==> src/rtl/rps_pkg.sv <==
// Shared codes for the stone-paper-scissors match controller: moves, round results, FSM states.
package rps_pkg;

    localparam int unsigned MOVE_W   = 2;
    localparam int unsigned RESULT_W = 2;
    localparam int unsigned STATE_W  = 3;

    localparam logic [MOVE_W-1:0] MOVE_STONE    = 2'b00;
    localparam logic [MOVE_W-1:0] MOVE_PAPER    = 2'b01;
    localparam logic [MOVE_W-1:0] MOVE_SCISSORS = 2'b10;
    localparam logic [MOVE_W-1:0] MOVE_INVALID  = 2'b11;

    localparam logic [RESULT_W-1:0] RES_TIE     = 2'b00;
    localparam logic [RESULT_W-1:0] RES_P1      = 2'b01;
    localparam logic [RESULT_W-1:0] RES_P2      = 2'b10;
    localparam logic [RESULT_W-1:0] RES_INVALID = 2'b11;

    typedef enum logic [STATE_W-1:0] {
        ST_IDLE    = 3'd0,
        ST_COLLECT = 3'd1,
        ST_JUDGE   = 3'd2,
        ST_SCORE   = 3'd3,
        ST_DONE    = 3'd4
    } state_e;

endpackage

==> src/rtl/rps_round_judge.sv <==
// Combinational round judge: two captured moves in, result code out.
module rps_round_judge
    import rps_pkg::*;
(
    input  logic [MOVE_W-1:0]   p1_move,
    input  logic [MOVE_W-1:0]   p2_move,
    output logic [RESULT_W-1:0] result_c
);

    logic p1_beats_p2;

    always_comb begin
        p1_beats_p2 = ((p1_move == MOVE_STONE)    && (p2_move == MOVE_SCISSORS)) ||
                      ((p1_move == MOVE_PAPER)    && (p2_move == MOVE_STONE))    ||
                      ((p1_move == MOVE_SCISSORS) && (p2_move == MOVE_PAPER));
        result_c = RES_TIE;
        if ((p1_move == MOVE_INVALID) || (p2_move == MOVE_INVALID)) begin
            result_c = RES_INVALID;
        end else if (p1_move == p2_move) begin
            result_c = RES_TIE;
        end else if (p1_beats_p2) begin
            result_c = RES_P1;
        end else begin
            result_c = RES_P2;
        end
    end

endmodule

==> src/rtl/rps_match_controller.sv <==
// Best-of-N stone-paper-scissors match sequencer: move handshake, per-round timeout,
// judging, scoring and match-winner declaration.
module rps_match_controller
    import rps_pkg::*;
#(
    parameter int unsigned WIN_TARGET     = 3,
    parameter int unsigned TIMEOUT_CYCLES = 255,
    parameter int unsigned SCORE_W        = 4
) (
    input  logic                clk,
    input  logic                reset_n,
    input  logic                match_start,
    input  logic                abort,
    input  logic                p1_valid,
    input  logic [MOVE_W-1:0]   p1_move,
    input  logic                p2_valid,
    input  logic [MOVE_W-1:0]   p2_move,
    output logic                p1_locked,
    output logic                p2_locked,
    output logic                round_done,
    output logic [RESULT_W-1:0] round_result,
    output logic [SCORE_W-1:0]  p1_score,
    output logic [SCORE_W-1:0]  p2_score,
    output logic [7:0]          round_count,
    output logic                match_done,
    output logic [1:0]          match_winner,
    output logic [STATE_W-1:0]  state
);

    localparam int unsigned         TMR_W      = $clog2(TIMEOUT_CYCLES);
    localparam logic [TMR_W-1:0]    TMR_LAST   = TMR_W'(TIMEOUT_CYCLES - 1);
    localparam logic [SCORE_W-1:0]  SCORE_TGT  = SCORE_W'(WIN_TARGET);

    state_e               state_q, state_d;
    logic                 p1_lock_q, p1_lock_d, p2_lock_q, p2_lock_d;
    logic [MOVE_W-1:0]    p1_mv_q, p1_mv_d, p2_mv_q, p2_mv_d;
    logic [TMR_W-1:0]     timer_q, timer_d;
    logic                 timeout_q, timeout_d;
    logic [RESULT_W-1:0]  result_q, result_d;
    logic                 round_done_q, round_done_d;
    logic [SCORE_W-1:0]   p1_score_q, p1_score_d, p2_score_q, p2_score_d;
    logic [7:0]           round_cnt_q, round_cnt_d;
    logic                 match_done_q, match_done_d;
    logic [1:0]           winner_q, winner_d;
    logic [RESULT_W-1:0]  judge_res_c;

    rps_round_judge u_judge (
        .p1_move  (p1_mv_q),
        .p2_move  (p2_mv_q),
        .result_c (judge_res_c)
    );

    always_ff @(posedge clk or negedge reset_n) begin
        if (!reset_n) begin
            state_q      <= ST_IDLE;
            p1_lock_q    <= 1'b0;
            p2_lock_q    <= 1'b0;
            p1_mv_q      <= '0;
            p2_mv_q      <= '0;
            timer_q      <= '0;
            timeout_q    <= 1'b0;
            result_q     <= '0;
            round_done_q <= 1'b0;
            p1_score_q   <= '0;
            p2_score_q   <= '0;
            round_cnt_q  <= '0;
            match_done_q <= 1'b0;
            winner_q     <= '0;
        end else begin
            state_q      <= state_d;
            p1_lock_q    <= p1_lock_d;
            p2_lock_q    <= p2_lock_d;
            p1_mv_q      <= p1_mv_d;
            p2_mv_q      <= p2_mv_d;
            timer_q      <= timer_d;
            timeout_q    <= timeout_d;
            result_q     <= result_d;
            round_done_q <= round_done_d;
            p1_score_q   <= p1_score_d;
            p2_score_q   <= p2_score_d;
            round_cnt_q  <= round_cnt_d;
            match_done_q <= match_done_d;
            winner_q     <= winner_d;
        end
    end

    always_comb begin
        state_d      = state_q;
        p1_lock_d    = p1_lock_q;
        p2_lock_d    = p2_lock_q;
        p1_mv_d      = p1_mv_q;
        p2_mv_d      = p2_mv_q;
        timer_d      = timer_q;
        timeout_d    = timeout_q;
        result_d     = result_q;
        round_done_d = 1'b0;
        p1_score_d   = p1_score_q;
        p2_score_d   = p2_score_q;
        round_cnt_d  = round_cnt_q;
        match_done_d = match_done_q;
        winner_d     = winner_q;

        if (abort) begin
            // round_result is left holding the last judged round
            state_d      = ST_IDLE;
            p1_lock_d    = 1'b0;
            p2_lock_d    = 1'b0;
            timer_d      = '0;
            timeout_d    = 1'b0;
            p1_score_d   = '0;
            p2_score_d   = '0;
            round_cnt_d  = '0;
            match_done_d = 1'b0;
            winner_d     = '0;
        end else begin
            case (state_q)
                ST_IDLE, ST_DONE: begin
                    if (match_start) begin
                        state_d      = ST_COLLECT;
                        p1_lock_d    = 1'b0;
                        p2_lock_d    = 1'b0;
                        timer_d      = '0;
                        timeout_d    = 1'b0;
                        result_d     = '0;
                        p1_score_d   = '0;
                        p2_score_d   = '0;
                        round_cnt_d  = '0;
                        match_done_d = 1'b0;
                        winner_d     = '0;
                    end
                end
                ST_COLLECT: begin
                    if (!p1_lock_q && p1_valid) begin
                        p1_lock_d = 1'b1;
                        p1_mv_d   = p1_move;
                    end
                    if (!p2_lock_q && p2_valid) begin
                        p2_lock_d = 1'b1;
                        p2_mv_d   = p2_move;
                    end
                    // a lock landing on the final timer edge still wins over the timeout
                    if (p1_lock_d && p2_lock_d) begin
                        state_d = ST_JUDGE;
                    end else if (timer_q == TMR_LAST) begin
                        timeout_d = 1'b1;
                        state_d   = ST_JUDGE;
                    end else begin
                        timer_d = timer_q + TMR_W'(1);
                    end
                end
                ST_JUDGE: begin
                    if (timeout_q) begin
                        if (p1_lock_q ^ p2_lock_q) begin
                            result_d = p1_lock_q ? RES_P1 : RES_P2;
                        end else begin
                            result_d = RES_INVALID;
                        end
                    end else begin
                        result_d = judge_res_c;
                    end
                    state_d = ST_SCORE;
                end
                ST_SCORE: begin
                    round_done_d = 1'b1;
                    round_cnt_d  = round_cnt_q + 8'd1;
                    p1_lock_d    = 1'b0;
                    p2_lock_d    = 1'b0;
                    timer_d      = '0;
                    timeout_d    = 1'b0;
                    state_d      = ST_COLLECT;
                    if (result_q == RES_P1) begin
                        p1_score_d = p1_score_q + SCORE_W'(1);
                        if (p1_score_d == SCORE_TGT) begin
                            state_d      = ST_DONE;
                            match_done_d = 1'b1;
                            winner_d     = RES_P1;
                        end
                    end else if (result_q == RES_P2) begin
                        p2_score_d = p2_score_q + SCORE_W'(1);
                        if (p2_score_d == SCORE_TGT) begin
                            state_d      = ST_DONE;
                            match_done_d = 1'b1;
                            winner_d     = RES_P2;
                        end
                    end
                end
                default: begin
                    state_d = ST_IDLE;
                end
            endcase
        end
    end

    assign p1_locked    = p1_lock_q;
    assign p2_locked    = p2_lock_q;
    assign round_done   = round_done_q;
    assign round_result = result_q;
    assign p1_score     = p1_score_q;
    assign p2_score     = p2_score_q;
    assign round_count  = round_cnt_q;
    assign match_done   = match_done_q;
    assign match_winner = winner_q;
    assign state        = state_q;

endmodule

==> config.mk <==
export PLATFORM = sky130hd
export DESIGN_NAME = rps_match_controller
export DESIGN_NICKNAME = d
export VERILOG_FILES = /design/src/rtl/rps_pkg.sv /design/src/rtl/rps_round_judge.sv /design/src/rtl/rps_match_controller.sv
export SDC_FILE = /design/constraint.sdc
export NUM_CORES = 1
export LEC_CHECK = 0
export ABC_AREA = 1
export ABC_CLOCK_PERIOD_IN_PS = 1600
export BUFFER_PORTS_ARGS = -buffer_cell sky130_fd_sc_hd__buf_2
export CORE_MARGIN = 2
export CORE_UTILIZATION = 55
export CTS_BUF_LIST = sky130_fd_sc_hd__clkbuf_8
export DETAILED_ROUTE_END_ITERATION = 8
export HOLD_SLACK_MARGIN = 0.15
export MAX_ROUTING_LAYER = met4
export PLACE_DENSITY_LB_ADDON = 0.25
export SLEW_MARGIN = 40
export SYNTH_ARGS = -nofsm -noshare
export SYNTH_HDL_FRONTEND = slang
export SYNTH_SLANG_ARGS = --single-unit
==> constraint.sdc <==
create_clock -name clk -period 1.6 [get_ports clk]
set_input_delay 0.4 -clock clk [delete_from_list [all_inputs] [get_ports clk]]
set_output_delay 0.4 -clock clk [all_outputs]
set_load 0.01 [all_outputs]
-- After elaboration in Yosys (flattened, before gate mapping)
Cells that the tools add are included.
- input port bits: 10
- logic and storage cells: 138
- bits in registers: 40
- muxes and demuxes: 61
- add/sub/neg operators: 4
- reduce and logical (&&, ||, !) cells: 29
- bitwise gates (word level): 2
- eq/ne operators: 28
- operators with widths (cell ; number):
    8-bit two-way mux ; 5
    2-bit two-way mux ; 12
    3-bit two-way mux ; 8
    4-bit two-way mux ; 6
    8-bit one-hot mux with 3 select lines ; 1
    3-bit != test (second input constant) ; 7
    1-bit two-way mux ; 19
    8-bit by 1-bit adder with 8-bit output (second input constant) ; 2
    4-bit != test (second input constant) ; 4
    4-bit one-hot mux with 2 select lines ; 2
    8-bit one-hot mux with 2 select lines ; 1
    3-bit one-hot mux with 4 select lines ; 1
    3-bit AND reduction ; 4
    4-bit AND reduction ; 3
    2-bit equality test (second input constant) ; 5
    1-bit one-hot mux with 3 select lines ; 3
    4-bit by 1-bit adder with 4-bit output (second input constant) ; 2
    4-bit by 2-bit equality test with 1-bit output (second input constant) ; 2
    8-bit equality test (second input constant) ; 1
    2-bit one-hot mux with 2 select lines ; 2
    2-bit by 1-bit equality test with 1-bit output (second input constant) ; 3
    3-bit by 2-bit equality test with 1-bit output (second input constant) ; 2
    1-bit logical AND ; 6
    2-bit AND reduction ; 3
    other kinds (16) ; 20

-- Longest topological paths before layout
- word-level depth: 9
- gate-level depth with buffers: 11
- depth with buffers taken out: 11

-- By module
Synthesis repeated with hierarchy kept, for this count alone.
- cell total of the unflattened synthesis: 320
- area, all modules: 2481.1 µm²
- by module, submodules not included (module ; area an instance (µm²) ; times used ; cells an instance):
    rps_match_controller ; 2387.3 ; 1 ; 297
    rps_round_judge ; 93.8 ; 1 ; 23

-- Worst setup path after synthesis
No wires, ideal clock.
- path kind: flip-flop to flip-flop
- from: reg state_q[0], in the netlist state[0]
- to: reg timer_q[0]
- cell stages (with the launch flop): 10
- path slack: 0.175 ns
- data required time: 1.477 ns
- arrival: 1.303 ns
- setup time: 0.123 ns
- cells stage by stage: dfrtp_1 > nor2_2 > nor2_1 > nand2_1 > nand2_2 > nor2_1 > nand2_2 > buf_6 > nor2_1 > a21oi_2
- cells in the longest elaborated chain, start to end: 4
- RTL lines (what ; RTL line ; RTL):
    start, declared ; rps_match_controller.sv:34 ; state_e state_q, state_d;
    start signal, assigned ; rps_match_controller.sv:70 ; state_q <= state_d;
    3-bit equality test or 3-bit zero test (tied branches) ; rps_match_controller.sv:116 ; case (state_q)
    2-bit OR reduction ; rps_match_controller.sv:116 ;
    3-bit != test (no line) (tied with other cells) ; n/a ;
    4-bit AND reduction (no line) or 8-bit two-way mux (tied branches) ; n/a ;
    end signal, assigned ; rps_match_controller.sv:75 ; timer_q <= timer_d;
    end, declared ; rps_match_controller.sv:37 ; logic [TMR_W-1:0] timer_q, timer_d;
Several ways; a longest one is shown, not always the timed one.
A chain may end at the register's enable or synchronous reset.

-- Final worst setup path
- from: reg state_q[0], in the netlist state[0]
- to: reg timer_q[6]
Same word-level chain as after synthesis.

==> out/metrics.yaml <==
status:
  run_status: "finished, final reports clean"
logic_synthesis:
  synth.top_cell.area_share_pct: 43.3
  syn_nets: 309
  synth_top_family_by_area: "simple AND/OR/NAND/NOR gates"
  synthArstFlopShare_pct: 100
  number_of_instances_in_the_synthesized_netlist: 292
  synth_seq_area_share_pct: 43.3
  post_synth_num_cell_types: 34
  dominantRegCellSynth: "sky130_fd_sc_hd__dfrtp_1"
  synth_area_leader_cell: "sky130_fd_sc_hd__dfrtp_1"
  ys_top_cells_by_count: "72 x sky130_fd_sc_hd__nand2_1, 40 x sky130_fd_sc_hd__dfrtp_1, 35 x sky130_fd_sc_hd__inv_1"
  post_synth_mux_area_share_pct: 0
  synth.yosys.warnings: 0
  synth_most_common_cell: "sky130_fd_sc_hd__nand2_1"
  synthTopCellsByArea: "sky130_fd_sc_hd__dfrtp_1 43%, sky130_fd_sc_hd__nand2_1 12%, sky130_fd_sc_hd__inv_1 5.7%, sky130_fd_sc_hd__nand3_1 5.6%, sky130_fd_sc_hd__ha_1 3.8%"
  edff_count_synth: 0
  yosys.area_share.simple_pct: 31.2
  netlist_area_um2: 2310
  synth_compound_area_share_pct: 10.9
  syn-mean-instance-area_um2: 7.92
  synth_seq_cells: 40
  synth-xor-area-share_pct: 3.79
  synth_adder_area_share_pct: 3.79
flow_run:
  cap_violations: 0
global_route:
  grt_overflow_total: 0
  grt_start_max_net_pins: 41
  grt_antenna_before_repair: 0
  global_route.usage.total_pct: 22.5
  wire_length_of_the_first_global_routing_pass_um: 7720
  number_of_global_route_vias_before_repair: 1806
pwr:
  cell_internal_pwr_uw: 1860
  seqPwrFrac_pct: 42.7
  pleak_uw: 0.00146
  combinationalPowerShare_pct: 36.7
  vdd.ir_drop.worst_v: 0.000807
  switchingPower_uw: 1180
  power.density_nw_per_um2: 1110
  share_clk_of_total_power_pct: 20.6
  switching_share_pct: 38.9
setup_path:
  required_ps: 1770
  crit_path_end_kind: "flop"
  critPathLaunchType: "flop"
  critical_path_peak_fanout: 9
  setup.worst_path.class: "flop to flop"
  cp.arrival_ps: 1680
cells_and_area:
  design_area_um2: 2750
  area.growth.synth_to_final_pct: 19.0
  nFillCells: 362
  final_layout_size_suffix_gt1_share_pct: 25.4
  nNetsFinal: 363
  num_antenna_cells: 0
clocking:
  cts_root_buffer: "sky130_fd_sc_hd__clkbuf_8"
  clock_transition_at_the_registers_of_the_reported_paths_ps: 70
  cts.sinks: 40
  tritoncts: "done"
  cts_buffers: 5
  worstSkewPairLatency_ps: 290
  clock_path_buffers: 2
  h-tree-depth: 2
timing:
  actual_slew_at_the_worst_max_slew_pin_ps: 300
  drv_slew: 0
  final.setup.worst_slack_ps: 92.7
  finalWorstPathRequiredPeriod_ps: 1510
  clock-skew-final_ps: 9.50
  slew-limit-headroom_pct: 79.9
  max_freq_mhz: 663
  fin_hold_ws_ps: 353
  timing.final.hold_violations: 0
  final_min_period_over_clock_period_pct: 94.2
  setup_violations: 0
  unrepaired_setup_endpoints_after_global_routing: "true"
floorplanning:
  floorplan.die.width_um: 68.9
  boundaryPins: 37
  floorplan.die_area_um2: 4740
  start_util_pct: 57.4
  rows: 23
  die_height_um: 68.9
  floorplan.core_area_um2: 4030
routing:
  dr_total_vias: 2068
  finalWirelength_um: 4890
  drt-wirelength-per-cell_um: 12.3
  drt_iter0_drc: 83
  detailedRoute.firstPassIterationCount: 4
  via_density: 5.22
  antenna_violating_nets_post_route: 0
  drt_drc_violations_left: 0
placement:
  place_ws_ps: 23.3
  dpl_cell_area_um2: 2610
  global_placement_routability_congestion: 0.832
  place.detailed.hpwl_um: 3620
  buffer_ports.inserted: 36
worst_hold_path:
  hold_path.class: "input pin to flop"
==> what timing repair did <==
action | CTS | global route
endpoints found under the hold margin | 40 | 0
hold buffers | 1 | 0
endpoints found under the setup margin | 0 | 18
gates resized for setup | 0 | 10
setup buffers | 0 | 5
==> sequential cells by signal (all words and copies together) (netlist names), 2 cells and up <==
name          count
round_result      2
match_winner      2
round_count       8
p1_mv_q           2
timer_q           8
p2_mv_q           2
state             3
p2_score          4
p1_score          4
==> routing by layer <==
metal | routed length, um | GRT usage (%)
met5 | 0 | -
met4 | 52 | 7.35
met3 | 193 | 3.41
met2 | 2380 | 36.9
met1 | 2260 | 28.9
==> cell usage in the layout (no fill, tap or decap), types with 8 or more instances in the layout <==
cell	count
sky130_fd_sc_hd__dfrtp_1	36
sky130_fd_sc_hd__xor2_1	8
sky130_fd_sc_hd__nor2_1	20
sky130_fd_sc_hd__nand3_1	26
sky130_fd_sc_hd__o21ai_0	16
sky130_fd_sc_hd__inv_1	34
sky130_fd_sc_hd__buf_2	36
sky130_fd_sc_hd__nand4_1	8
sky130_fd_sc_hd__buf_4	12
sky130_fd_sc_hd__a21oi_1	8
sky130_fd_sc_hd__nand2_1	72
==> critical path, stage by stage (launching register included) <==
cell and delay [ps]:
sky130_fd_sc_hd__dfrtp_2 480, sky130_fd_sc_hd__nor2_4 170, sky130_fd_sc_hd__nor2_1 80, sky130_fd_sc_hd__nand2_1 70, sky130_fd_sc_hd__nand2_2 70, sky130_fd_sc_hd__nor2_2 150
sky130_fd_sc_hd__nand2_4 100, sky130_fd_sc_hd__buf_4 150, sky130_fd_sc_hd__nand2_1 50, sky130_fd_sc_hd__o21ai_1 60
==> power by group through the flow <==
stage / clock (uW) / combinational [uW] / sequential, uW
after CTS: 639 / 1030 / 1290
after global routing: 685 / 1250 / 1330
after detailed placement: 0 / 1020 / 1310
final: 627 / 1120 / 1300
after floorplan: 0 / 714 / 1320
after global placement: 0 / 1000 / 1300
==> cells by family (layout without fill, tap and decap cells) <==
| logic type | after synthesis | count (layout) |
|---|---|---|
| flip-flops | 40 | 40 |
| AND/OR/NAND/NOR | 152 | 152 |
| AO/OA/AOI/OAI | 43 | 43 |
| adder cells (fa/ha/maj) | 7 | 7 |
| buffers and inverters | 40 | 94 |
| XOR/XNOR | 10 | 10 |
==> final timing paths <==
kind                       slack [ps]             from  cells past startpoint              end
max                                90         state[0]                      9       timer_q[6]
min                               350       p1_move[0]                      3       p1_mv_q[0]
max reg2reg                        90         state[0]                      9       timer_q[6]
min reg2reg                       470  match_winner[0]                      2  match_winner[0]
max in group asynchronous         770          reset_n                      3         state[1]
min in group asynchronous         600          reset_n                      3      p2_score[2]
==> area by class of cell <==
class,count,area (um^2),share of cell area (%)
clock inverter,2,8.76,0.318
multi-input combinational,212,1170,42.4
clock buffer,5,68.8,2.50
timing repair buffer,50,300,10.9
inverter,37,140,5.09
sequential,40,1010,36.5
tap,50,62.6,2.27
==> through the flow <==
step	std cells	power, uW	utilization [%]	setup TNS, ps
floorplan	292	2030	-	0
global placement	383	2300	64.7	0
detailed placement	383	2330	64.7	0
CTS	391	2960	66.8	0
global route	396	3270	68.3	-54.5
finish	396	3050	68.3	0
Power figures use the tool's default switching activity.
